--- config.mk ---
export PLATFORM = sky130hd
export DESIGN_NAME = fmdll_div_seq
export DESIGN_NICKNAME = d
export VERILOG_FILES = /design/src/rtl/fmdll_pkg.sv /design/src/rtl/fmdll_frac_acc.sv /design/src/rtl/fmdll_div_seq.sv
export SDC_FILE = /design/constraint.sdc
export NUM_CORES = 1
export LEC_CHECK = 0
export ABC_AREA = 0
export CORE_ASPECT_RATIO = 2
export CORE_MARGIN = 10
export CORE_UTILIZATION = 30
export CTS_BUF_LIST = sky130_fd_sc_hd__clkbuf_8
export DETAILED_ROUTE_END_ITERATION = 16
export GPL_TIMING_DRIVEN = 1
export SLEW_MARGIN = 15
export SYNTH_ARGS = -nofsm -noshare
export SYNTH_HDL_FRONTEND = slang
export SYNTH_SLANG_ARGS = --single-unit
--- constraint.sdc ---
create_clock -name clk -period 3.4 [get_ports clk]
set_clock_uncertainty 0.2 [all_clocks]
set_input_delay 0.85 -clock clk [delete_from_list [all_inputs] [get_ports clk]]
set_output_delay 0.85 -clock clk [all_outputs]
set_load 0.01 [all_outputs]
--- src/rtl/fmdll_pkg.sv ---
// Shared types and constants for the FMDLL divider phase sequencer.
package fmdll_pkg;

    localparam int unsigned FRAC_W_DEF = 8;
    localparam int unsigned CNT_W_DEF  = 6;

    localparam logic [1:0] PH_C2 = 2'b01;
    localparam logic [1:0] PH_C4 = 2'b10;

    typedef enum logic [1:0] {
        StIdle,
        StRun,
        StStop
    } state_e;

endpackage

--- src/rtl/fmdll_frac_acc.sv ---
// First-order fractional accumulator; DIV_M is the registered carry of each period step.
module fmdll_frac_acc
    import fmdll_pkg::*;
#(
    parameter int unsigned FRAC_W = FRAC_W_DEF
) (
    input  logic              clk,
    input  logic              rst_n,
    input  logic              step,
    input  logic              clr,
    input  logic [FRAC_W-1:0] frac,
    output logic              div_m
);

    logic [FRAC_W-1:0] acc_q;
    logic              div_m_q;
    logic [FRAC_W:0]   sum;

    assign sum   = {1'b0, acc_q} + {1'b0, frac};
    assign div_m = div_m_q;

    always_ff @(posedge clk or negedge rst_n) begin
        if (!rst_n) begin
            acc_q   <= '0;
            div_m_q <= 1'b0;
        end else if (clr) begin
            acc_q   <= '0;
            div_m_q <= 1'b0;
        end else if (step) begin
            acc_q   <= sum[FRAC_W-1:0];
            div_m_q <= sum[FRAC_W];
        end
    end

endmodule

--- src/rtl/fmdll_div_seq.sv ---
// FMDLL divider phase sequencer: clk2/clk4 phases, mode/modulus selects and
// per-frame hold-event counting with a shadowed, frame-aligned config.
module fmdll_div_seq
    import fmdll_pkg::*;
#(
    parameter int unsigned FRAC_W = FRAC_W_DEF,
    parameter int unsigned CNT_W  = CNT_W_DEF
) (
    input  logic              clk,
    input  logic              rst_n,
    input  logic              en,
    input  logic              load,
    input  logic              m_in,
    input  logic [FRAC_W-1:0] frac_in,
    input  logic [CNT_W-1:0]  n_int_in,
    output logic              clk2,
    output logic              clk4,
    output logic              M,
    output logic              DIV_M,
    output logic              frame_tick,
    output logic [CNT_W-1:0]  hold_cnt,
    output logic              cfg_pend,
    output logic              busy
);

    localparam logic [CNT_W-1:0] CntOne = CNT_W'(1);
    localparam logic [CNT_W-1:0] CntMax = '1;

    state_e            st_q, st_d;
    logic [1:0]        ph_q, ph_d;
    logic [CNT_W-1:0]  pcnt_q, hcnt_q, hold_q, hcnt_inc;
    logic              tick_q;
    logic              m_q, pend_m_q, cfg_pend_q;
    logic [FRAC_W-1:0] frac_q, pend_frac_q;
    logic [CNT_W-1:0]  n_q, pend_n_q, n_in_fix;
    logic              active, hold_ev, period_end, frame_end;
    logic              idle_load, apply_cfg, acc_clr, div_m;

    always_comb begin
        active     = (st_q != StIdle);
        hold_ev    = active && (m_q ? (ph_q == 2'd2) : (ph_q == 2'd3 && !div_m));
        period_end = active && (ph_q == 2'd3);
        frame_end  = period_end && (pcnt_q == n_q - CntOne);
        idle_load  = load && (st_q == StIdle);
        apply_cfg  = frame_end && cfg_pend_q;
        acc_clr    = idle_load || apply_cfg;
        hcnt_inc   = (hold_ev && hcnt_q != CntMax) ? hcnt_q + CntOne : hcnt_q;
        n_in_fix   = (n_int_in == '0) ? CntOne : n_int_in;
    end

    // Leaving RUN/STOP only happens at the period boundary, so phases never glitch.
    always_comb begin
        st_d = st_q;
        unique case (st_q)
            StIdle: if (en) st_d = StRun;
            StRun:  if (!en) st_d = (ph_q == 2'd3) ? StIdle : StStop;
            StStop: begin
                if (en) st_d = StRun;
                else if (ph_q == 2'd3) st_d = StIdle;
            end
            default: st_d = StIdle;
        endcase
        ph_d = active ? ph_q + 2'd1 : 2'd0;
    end

    always_ff @(posedge clk or negedge rst_n) begin
        if (!rst_n) begin
            st_q <= StIdle;
            ph_q <= 2'd0;
        end else begin
            st_q <= st_d;
            ph_q <= ph_d;
        end
    end

    always_ff @(posedge clk or negedge rst_n) begin
        if (!rst_n) begin
            pcnt_q <= '0;
            hcnt_q <= '0;
            hold_q <= '0;
            tick_q <= 1'b0;
        end else begin
            tick_q <= frame_end;
            if (frame_end) begin
                pcnt_q <= '0;
                hcnt_q <= '0;
                hold_q <= hcnt_inc;
            end else begin
                hcnt_q <= hcnt_inc;
                if (period_end) pcnt_q <= pcnt_q + CntOne;
            end
        end
    end

    // A load coinciding with the applying frame end becomes the next pending config.
    always_ff @(posedge clk or negedge rst_n) begin
        if (!rst_n) begin
            m_q         <= 1'b0;
            frac_q      <= '0;
            n_q         <= CntOne;
            pend_m_q    <= 1'b0;
            pend_frac_q <= '0;
            pend_n_q    <= CntOne;
            cfg_pend_q  <= 1'b0;
        end else if (idle_load) begin
            m_q        <= m_in;
            frac_q     <= frac_in;
            n_q        <= n_in_fix;
            cfg_pend_q <= 1'b0;
        end else begin
            if (apply_cfg) begin
                m_q    <= pend_m_q;
                frac_q <= pend_frac_q;
                n_q    <= pend_n_q;
            end
            if (load) begin
                pend_m_q    <= m_in;
                pend_frac_q <= frac_in;
                pend_n_q    <= n_in_fix;
                cfg_pend_q  <= 1'b1;
            end else if (apply_cfg) begin
                cfg_pend_q <= 1'b0;
            end
        end
    end

    fmdll_frac_acc #(
        .FRAC_W (FRAC_W)
    ) u_frac_acc (
        .clk   (clk),
        .rst_n (rst_n),
        .step  (period_end),
        .clr   (acc_clr),
        .frac  (frac_q),
        .div_m (div_m)
    );

    assign clk2       = (ph_q & PH_C2) != 2'b00;
    assign clk4       = (ph_q & PH_C4) != 2'b00;
    assign M          = m_q;
    assign DIV_M      = div_m;
    assign frame_tick = tick_q;
    assign hold_cnt   = hold_q;
    assign cfg_pend   = cfg_pend_q;
    assign busy       = active;

endmodule

==> results_tabular.tex, run 1 <==
\begin{tabular}{lr}
\hline
Metric & Value \\
\hline
\multicolumn{2}{l}{\textbf{Run status}} \\
\quad Run status & finished clean \\
\multicolumn{2}{l}{\textbf{Global routing}} \\
\quad Number of antenna violations at the first check in global routing & 0 \\
\quad Overall track demand over capacity in global routing & 0.09244 \\
\quad Overflow left after global routing & 0 \\
\quad Global-route wire length before repair & 11.43 mm \\
\quad Maximum number of pins on one net before global-route repair & 38 \\
\quad Via count of the first global-routing pass & 2417 \\
\multicolumn{2}{l}{\textbf{Floorplanning}} \\
\quad Floorplan Core Area & 0.01048 mm2 \\
\quad Width of the chip & 93.07 um \\
\quad Cell row count & 53 \\
\quad I/O pin total & 32 \\
\quad Die outline area & 0.01546 mm2 \\
\quad Starting density of the core & 0.3057 \\
\quad Die boundary height & 166.1 um \\
\multicolumn{2}{l}{\textbf{Place}} \\
\quad Half-perimeter wire length of the detailed placement result & 5.222 mm \\
\quad Quantity of I/O buffers inserted on ports & 31 \\
\quad Routability-driven placement congestion ratio & 0.7848 \\
\quad Pre-CTS setup slack & 739.0 ps \\
\quad Post-Place Cells & 469 \\
\quad Cell area reported after detailed placement & 0.003691 mm2 \\
\multicolumn{2}{l}{\textbf{Synth}} \\
\quad Post-synthesis cell area & 0.003203 mm2 \\
\quad Main synth FF type & sky130\_fd\_sc\_hd\_\_dfrtp\_1 \\
\quad Register bit total from synthesis & 63 \\
\quad Synthesized-area fraction occupied by ao, oa, aoi and oai cells & 0.1027 \\
\quad Largest family of logic cells by synthesized area & simple AND/OR/NAND/NOR gates \\
\quad List of most frequent post-synthesis cells & sky130\_fd\_sc\_hd\_\_dfrtp\_1 (61), sky130\_fd\_sc\_hd\_\_nor2\_1 (47), sky130\_fd\_sc\_hd\_\_a21oi\_1 (33) \\
\quad Average instance area after synthesis & 10.47 um2 \\
\quad Area share of xor/xnor cells in the synthesized design & 0.06016 \\
\quad Share of synthesized cell area in full adder, half adder and majority cells & 0.05703 \\
\quad Count of warnings emitted by yosys & 0 \\
\quad Fraction of synthesized area in multiplexers & 0.1086 \\
\quad Unique cell type count in the Yosys netlist & 42 \\
\quad Number of flops mapped to enable cells by yosys & 0 \\
\quad Cell accounting for the most synthesized area & sky130\_fd\_sc\_hd\_\_dfrtp\_1 \\
\quad Cells taking the most area after synthesis & sky130\_fd\_sc\_hd\_\_dfrtp\_1 (48\%), sky130\_fd\_sc\_hd\_\_mux2i\_1 (5.9\%), sky130\_fd\_sc\_hd\_\_nor2\_1 (5.5\%) \\
\quad Fraction of the yosys area taken by sequential cells & 0.4930 \\
\quad Syn nets & 339 \\
\quad Area share of the largest cell type after synthesis & 0.4766 \\
\quad Post-synth ARST share & 1.000 \\
\quad Simple-gate share of the synthesized area & 0.1449 \\
\quad Count leader, synth & sky130\_fd\_sc\_hd\_\_dfrtp\_1 \\
\quad Cell count after synthesis & 306 \\
\multicolumn{2}{l}{\textbf{Timing}} \\
\quad RSZ-0062 raised after global routing & no \\
\quad Post-route setup slack & 554.5 ps \\
\quad Worst hold margin & 263.0 ps \\
\quad Max Fclk & 0.3514 GHz \\
\quad Setup\_tns & 0 ps \\
\quad Relative max-transition margin & 0.4924 \\
\quad Max Slew Vio Count & 0 \\
\quad Transition at the pin with the smallest max-transition slack & 759.6 ps \\
\quad Fraction of the cycle the final worst path needs & 0.8369 \\
\quad Min Tclk post-route & 2846 ps \\
\quad Final setup viols & 0 \\
\quad Final hold viol count & 0 \\
\multicolumn{2}{l}{\textbf{CTS}} \\
\quad Number of buffers created by CTS & 9 \\
\quad Deepest clock path buffer count & 2 \\
\quad Hold buffer count at CTS & 0 \\
\quad Buffers inserted during post-CTS setup optimization & 0 \\
\quad Later-pin clock latency in the skew report & 340 ps \\
\quad Clk sink count & 63 \\
\quad Clock tree root driver cell & sky130\_fd\_sc\_hd\_\_clkbuf\_8 \\
\quad Max H-tree Level & 3 \\
\quad Clock tree from TritonCTS & done \\
\quad Worst-path clk slew & 70 ps \\
\quad \# resized after CTS & 0 \\
\multicolumn{2}{l}{\textbf{Pwr}} \\
\quad Power per cell area & 739.7 mW/mm2 \\
\quad Maximum vdd drop & 0.0003062 V \\
\quad Static Leak & 0.001794 uW \\
\multicolumn{2}{l}{\textbf{Cells and area}} \\
\quad Number of fillers in the final layout & 1110 \\
\quad Post-route standard cell area excluding fillers & 0.003904 mm2 \\
\quad Signed area change from the synthesized netlist to the final layout & 21.87\% \\
\quad Layout cell share with drive strength beyond 1 & 0.1264 \\
\quad Antenna Diode Count & 0 \\
\quad Final cell count without fillers & 485 \\
\quad \# nets final & 376 \\
\multicolumn{2}{l}{\textbf{Route}} \\
\quad DRC violations left & 0 \\
\quad Violation count after the first detailed-route iteration & 78 \\
\quad Pre-antenna DRT Iters & 4 \\
\quad Post-DRT Antenna Nets & 0 \\
\quad Total wirelength of the detailed-routed design & 6.762 mm \\
\quad Vias/cell & 4.738 \\
\quad Detailed-route via count & 2298 \\
\quad Wirelength per Cell & 13.94 um \\
\multicolumn{2}{l}{\textbf{Critical path}} \\
\quad Crit path required time & 2350 ps \\
\quad Category of the most critical setup path & reg -> out \\
\quad Critical path startpoint category & register \\
\quad CP Cell Sequence & nor2\_1 -> inv\_1 -> clkdlybuf4s50\_1 \\
\quad Arr. time, crit path & 1800 ps \\
\quad Maximum fanout count along the critical path & 6 \\
\quad Crit path largest cell delay & 500 ps \\
\quad Element type at the critical path end & output port \\
\quad Depth of the most critical reg-to-reg path & 8 \\
\quad Cell at the slowest stage of the critical path & sky130\_fd\_sc\_hd\_\_clkdlybuf4s50\_1 \\
\multicolumn{2}{l}{\textbf{Worst hold path}} \\
\quad Worst hold-check path type & reg -> reg \\
\quad Min-Delay Path Depth & 2 \\
\multicolumn{2}{l}{\textbf{Job}} \\
\quad Number of max-cap violations & 0 \\
\hline
\end{tabular}
[state kept, by name, indices dropped and copies added, names as in the netlist]
signal and count:
M 1, cfg_pend 1, frac_q 8, frame_tick 1, hcnt_q 6, hold_cnt 6, n_q 6, pcnt_q 6
pend_frac_q 8, pend_m_q 1, pend_n_q 6, ph_q 2, st_q 2, u_frac_acc.acc_q 8, u_frac_acc.div_m 1
[layout by cell type, fill, tap and decap left out, drive strengths merged, types with 4 or more instances in the layout]
cell / instances
inv: 14
buf: 8
nor3: 7
nand2b: 4
a21oi: 33
clkbuf: 9
mux2: 14
dfrtp: 61
nor2: 47
nand2: 17
o21ai: 11
xnor2: 14
xor2: 8
mux2i: 19
clkdlybuf4s50: 30
ha: 13
[layer usage]
| metal | vias up | global-route usage | routed length (um) |
|---|---|---|---|
| met5 | - | 0 | 0 |
| met2 | 47 | 0.1603 | 3611 |
| met1 | 1113 | 0.09479 | 2683 |
| li1 | 1124 | - | - |
| met4 | 0 | 0.05803 | 214 |
| met3 | 14 | 0.02354 | 254 |
[critical path, delay by kind of cell (launching register included)]
kind / cells / cell delay (ps)
buffers and inverters: 2 / 610
AND/OR/NAND/NOR: 1 / 430
flip-flops: 1 / 420
[per-stage QoR]
stage	util	total power [uW]
2_1_floorplan	-	1881
3_3_place_gp	0.3523	2160
5_1_grt	0.3726	3098
3_5_place_dp	0.3523	2207
4_1_cts	0.3726	2922
6_report	0.3726	2888
[kinds of logic (layout without fill, tap and decap cells)]
group | count (synthesis) | after routing
AOI/OAI and AO/OA | 55 | 55
adders and majority gates | 14 | 14
buffers and inverters | 23 | 65
muxes | 33 | 33
xor gates and xnor gates | 22 | 22
and+or+nand+nor | 96 | 96
DFF | 63 | 63
[final cells by class]
type / instances / area, um2 / area share
Tap cell: 137 / 171.4 / 0.04391
Clock buffer: 9 / 123.9 / 0.03173
Multi-Input combinational cell: 220 / 1516 / 0.3885
Inverter: 11 / 41.29 / 0.01058
Clock inverter: 7 / 88.84 / 0.02276
Timing Repair Buffer: 38 / 382.9 / 0.09808
Sequential cell: 63 / 1579 / 0.4045
[final timing paths]
path,slack (ps),from,to
max reg2reg,860,n_q[0],hold_cnt[3]
min,260,pend_n_q[0],pend_n_q[0]
min reg2reg,260,pend_n_q[0],pend_n_q[0]
min in group asynchronous,320,rst_n,n_q[3]
max,550,st_q[1],busy
max in group asynchronous,2000,rst_n,pend_n_q[0]
[where the power goes]
part	internal (uW)	total [uW]	switching [uW]	leakage (uW)
sequential	975	1160	184	0.000777
combinational	515	1030	512	0.000905
clock	409	702	294	0.000112
Power figures use the tool's default switching activity.
==> run 2, diff against run 1 <==
==> constraint.sdc (replaced) <==
create_clock -name clk -period 2.3 [get_ports clk]
set_clock_uncertainty 0.2 [all_clocks]
set_input_delay 0.575 -clock clk [delete_from_list [all_inputs] [get_ports clk]]
set_output_delay 0.575 -clock clk [all_outputs]
set_load 0.01 [all_outputs]
==> run 2 against run 1 <==
  * Utilization up 1.6 points
  * Wire length down 2.2%
  * Sequential power up 47%
  * Combinational power up 58%
  * Power up 54%
  * Setup slack worse by 490 ps
  * Register-to-register slack worse by 800 ps
  * Final cell count up 2.5%
  * First-iteration DRC count up 100%
  * Flip-flop and latch count unchanged
==> results_tabular.tex, run 2 (same netlist as run 1, synthesis figures left out) <==
\begin{tabular}{lr}
\hline
Metric & Value \\
\hline
\multicolumn{2}{l}{\textbf{Critical path}} \\
\quad Capturing point of the worst reg2reg path & n\_q[5] \\
\quad Category of the most critical setup path & reg -> reg \\
\quad End point of the critical path & n\_q[5] \\
\quad Critical path startpoint category & register \\
\quad Maximum fanout count along the critical path & 6 \\
\quad Crit path required time & 2330 ps \\
\quad CP Cell Sequence & inv\_2 -> ha\_4 -> or3\_4 -> a31oi\_4 -> nand4\_4 -> buf\_6 -> mux2i\_2 -> a21oi\_1 \\
\quad Depth of the most critical reg-to-reg path & 8 \\
\quad Worst reg2reg path startpoint & n\_q[0] \\
\quad Cell at the slowest stage of the critical path & sky130\_fd\_sc\_hd\_\_dfstp\_2 \\
\quad Crit path largest cell delay & 540 ps \\
\quad Element type at the critical path end & register \\
\quad Arr. time, crit path & 2270 ps \\
\quad FF-to-FF setup slack & 60 ps \\
\quad Launching element of the worst setup path & n\_q[0] \\
\multicolumn{2}{l}{\textbf{Timing}} \\
\quad Final setup viols & 0 \\
\quad Max Slew Vio Count & 0 \\
\quad Fraction of the cycle the final worst path needs & 0.9729 \\
\quad RSZ-0062 raised after global routing & yes \\
\quad Relative max-transition margin & 0.7422 \\
\quad Final hold viol count & 0 \\
\quad Max Fclk & 0.4469 GHz \\
\quad Min Tclk post-route & 2238 ps \\
\quad Transition at the pin with the smallest max-transition slack & 384.1 ps \\
\multicolumn{2}{l}{\textbf{CTS}} \\
\quad Clock tree root driver cell & sky130\_fd\_sc\_hd\_\_clkbuf\_8 \\
\quad Deepest clock path buffer count & 2 \\
\quad Number of buffers created by CTS & 9 \\
\quad Clk sink count & 63 \\
\quad Worst-path clk slew & 70 ps \\
\quad Clock tree from TritonCTS & done \\
\quad Max H-tree Level & 3 \\
\quad Later-pin clock latency in the skew report & 350 ps \\
\multicolumn{2}{l}{\textbf{Global routing}} \\
\quad Global-route wire length before repair & 11.46 mm \\
\quad Via count of the first global-routing pass & 2373 \\
\quad Overflow left after global routing & 0 \\
\quad Number of antenna violations at the first check in global routing & 0 \\
\quad Maximum number of pins on one net before global-route repair & 64 \\
\quad Overall track demand over capacity in global routing & 0.09200 \\
\multicolumn{2}{l}{\textbf{Floorplanning}} \\
\quad Die boundary height & 166.1 um \\
\quad Floorplan Core Area & 0.01048 mm2 \\
\quad Die outline area & 0.01546 mm2 \\
\quad Width of the chip & 93.07 um \\
\quad I/O pin total & 32 \\
\quad Cell row count & 53 \\
\quad Starting density of the core & 0.3057 \\
\multicolumn{2}{l}{\textbf{Pwr}} \\
\quad Maximum vdd drop & 0.0003945 V \\
\quad Static Leak & 0.001860 uW \\
\quad Power per cell area & 1088 mW/mm2 \\
\quad Sum of internal, switching and leakage power & 4434 uW \\
\multicolumn{2}{l}{\textbf{Cells and area}} \\
\quad Antenna Diode Count & 0 \\
\quad Leading cell types in the layout, fill and taps excluded & sky130\_fd\_sc\_hd\_\_dfrtp\_1 (61), sky130\_fd\_sc\_hd\_\_nor2\_1 (47), sky130\_fd\_sc\_hd\_\_a21oi\_1 (33) \\
\quad Leading cell type in the layout, fill and taps excluded & sky130\_fd\_sc\_hd\_\_dfrtp\_1 \\
\quad Signed area change from the synthesized netlist to the final layout & 27.23\% \\
\quad Layout cell share with drive strength beyond 1 & 0.1806 \\
\quad \# nets final & 388 \\
\quad Final cell count without fillers & 497 \\
\quad Number of fillers in the final layout & 1121 \\
\quad Largest registers & frac\_q (8), pend\_frac\_q (8), u\_frac\_acc.acc\_q (8) \\
\multicolumn{2}{l}{\textbf{Route}} \\
\quad Vias/cell & 4.658 \\
\quad Pre-antenna DRT Iters & 4 \\
\quad Violation count after the first detailed-route iteration & 158 \\
\quad DRC violations left & 0 \\
\quad Post-DRT Antenna Nets & 0 \\
\quad Total wirelength of the detailed-routed design & 6.616 mm \\
\quad Detailed-route via count & 2315 \\
\quad Wirelength per Cell & 13.31 um \\
\multicolumn{2}{l}{\textbf{Place}} \\
\quad Post-Place Cells & 477 \\
\quad Quantity of I/O buffers inserted on ports & 31 \\
\quad Half-perimeter wire length of the detailed placement result & 5.042 mm \\
\quad Routability-driven placement congestion ratio & 0.7487 \\
\multicolumn{2}{l}{\textbf{Run status}} \\
\quad Run status & finished clean \\
\multicolumn{2}{l}{\textbf{Job}} \\
\quad Number of max-cap violations & 0 \\
\multicolumn{2}{l}{\textbf{Worst hold path}} \\
\quad Worst hold-check path type & in -> async \\
\hline
\end{tabular}
[run 2: changes by cell type in the layout (fill, tap and decap cells not counted), sizes merged]
| cell | change |
|---|---|
| buf | +12 |
| inv | -3 |
| clkbuf | +2 |
| clkdlybuf4s50 | -1 |
| clkinvlp | +1 |
| dlygate4sd2 | +1 |
[run 2: final cells by class]
cell class	instances	area [um2]	area share
well taps	137	171.4	0.04206
repair buffers	50	491.7	0.1207
inverters	11	41.29	0.01013
clock inverters	5	80.08	0.01965
multi-input cells	220	1560	0.3829
flip-flops and latches	63	1579	0.3875
clock buffers	11	151.4	0.03715
[run 2: routing by layer]
metal  global-route usage  vias up  part of all wire
met4              0.05668        0             0.027
met1              0.09593     1128              0.40
li1                     -     1146                 -
met3              0.02535       10             0.037
met2               0.1569       31              0.54
met5                    0        -                 0
[run 2: how the worst min path moves through the flow]
stage	from	end	slack [ps]	depth (start not counted)
3_5_place_dp	pend_n_q[0]	pend_n_q[0]	250	2
3_3_place_gp	pend_n_q[0]	pend_n_q[0]	250	2
5_1_grt	rst_n	hold_cnt[1]	50	2
2_1_floorplan	rst_n	M	80	0
6_report	rst_n	n_q[5]	10	2
4_1_cts	rst_n	hold_cnt[1]	30	2
[run 2: stage by stage]
| stage | hold slack, ps | setup WS, ps | setup TNS [ps] | util | cell area, um2 |
|---|---|---|---|---|---|
| global placement | 250.7 | -15.72 | -60.36 | 0.3592 | 3764 |
| finish | 10.99 | 62.42 | 0 | 0.3889 | 4075 |
| floorplan | 79.41 | 10.73 | 0 | - | 3203 |
| CTS | 27.86 | 1.818 | 0 | 0.3829 | 4011 |
| detailed placement | 250.2 | -107.3 | -1364 | 0.3592 | 3764 |
| global route | 51.63 | -66.96 | -584.4 | 0.3889 | 4075 |
[run 2: worst max-delay path: cells and delay by family (launching register included)]
family	cells	cell delay (ps)
DFF	1	540
buffers and inverters	2	230
AOI/OAI and AO/OA	2	280
muxes	1	160
adders and majority gates	1	150
and+or+nand+nor	2	570
[run 2: power breakdown]
| group | leakage, uW | internal [uW] | switching (uW) | total, uW |
|---|---|---|---|---|
| Clock | 0.000112 | 666 | 429 | 1100 |
| Sequential | 0.000777 | 1440 | 269 | 1710 |
| Combinational | 0.000972 | 833 | 795 | 1630 |
| Total | 0.00186 | 2940 | 1490 | 4430 |
[run 2: what timing repair did]
action,in CTS,in global routing
hold buffers,0,0
gates resized for setup,5,8
setup buffers,1,3
setup endpoints to repair,24,28
hold endpoints to repair,0,0
pin swaps,7,9
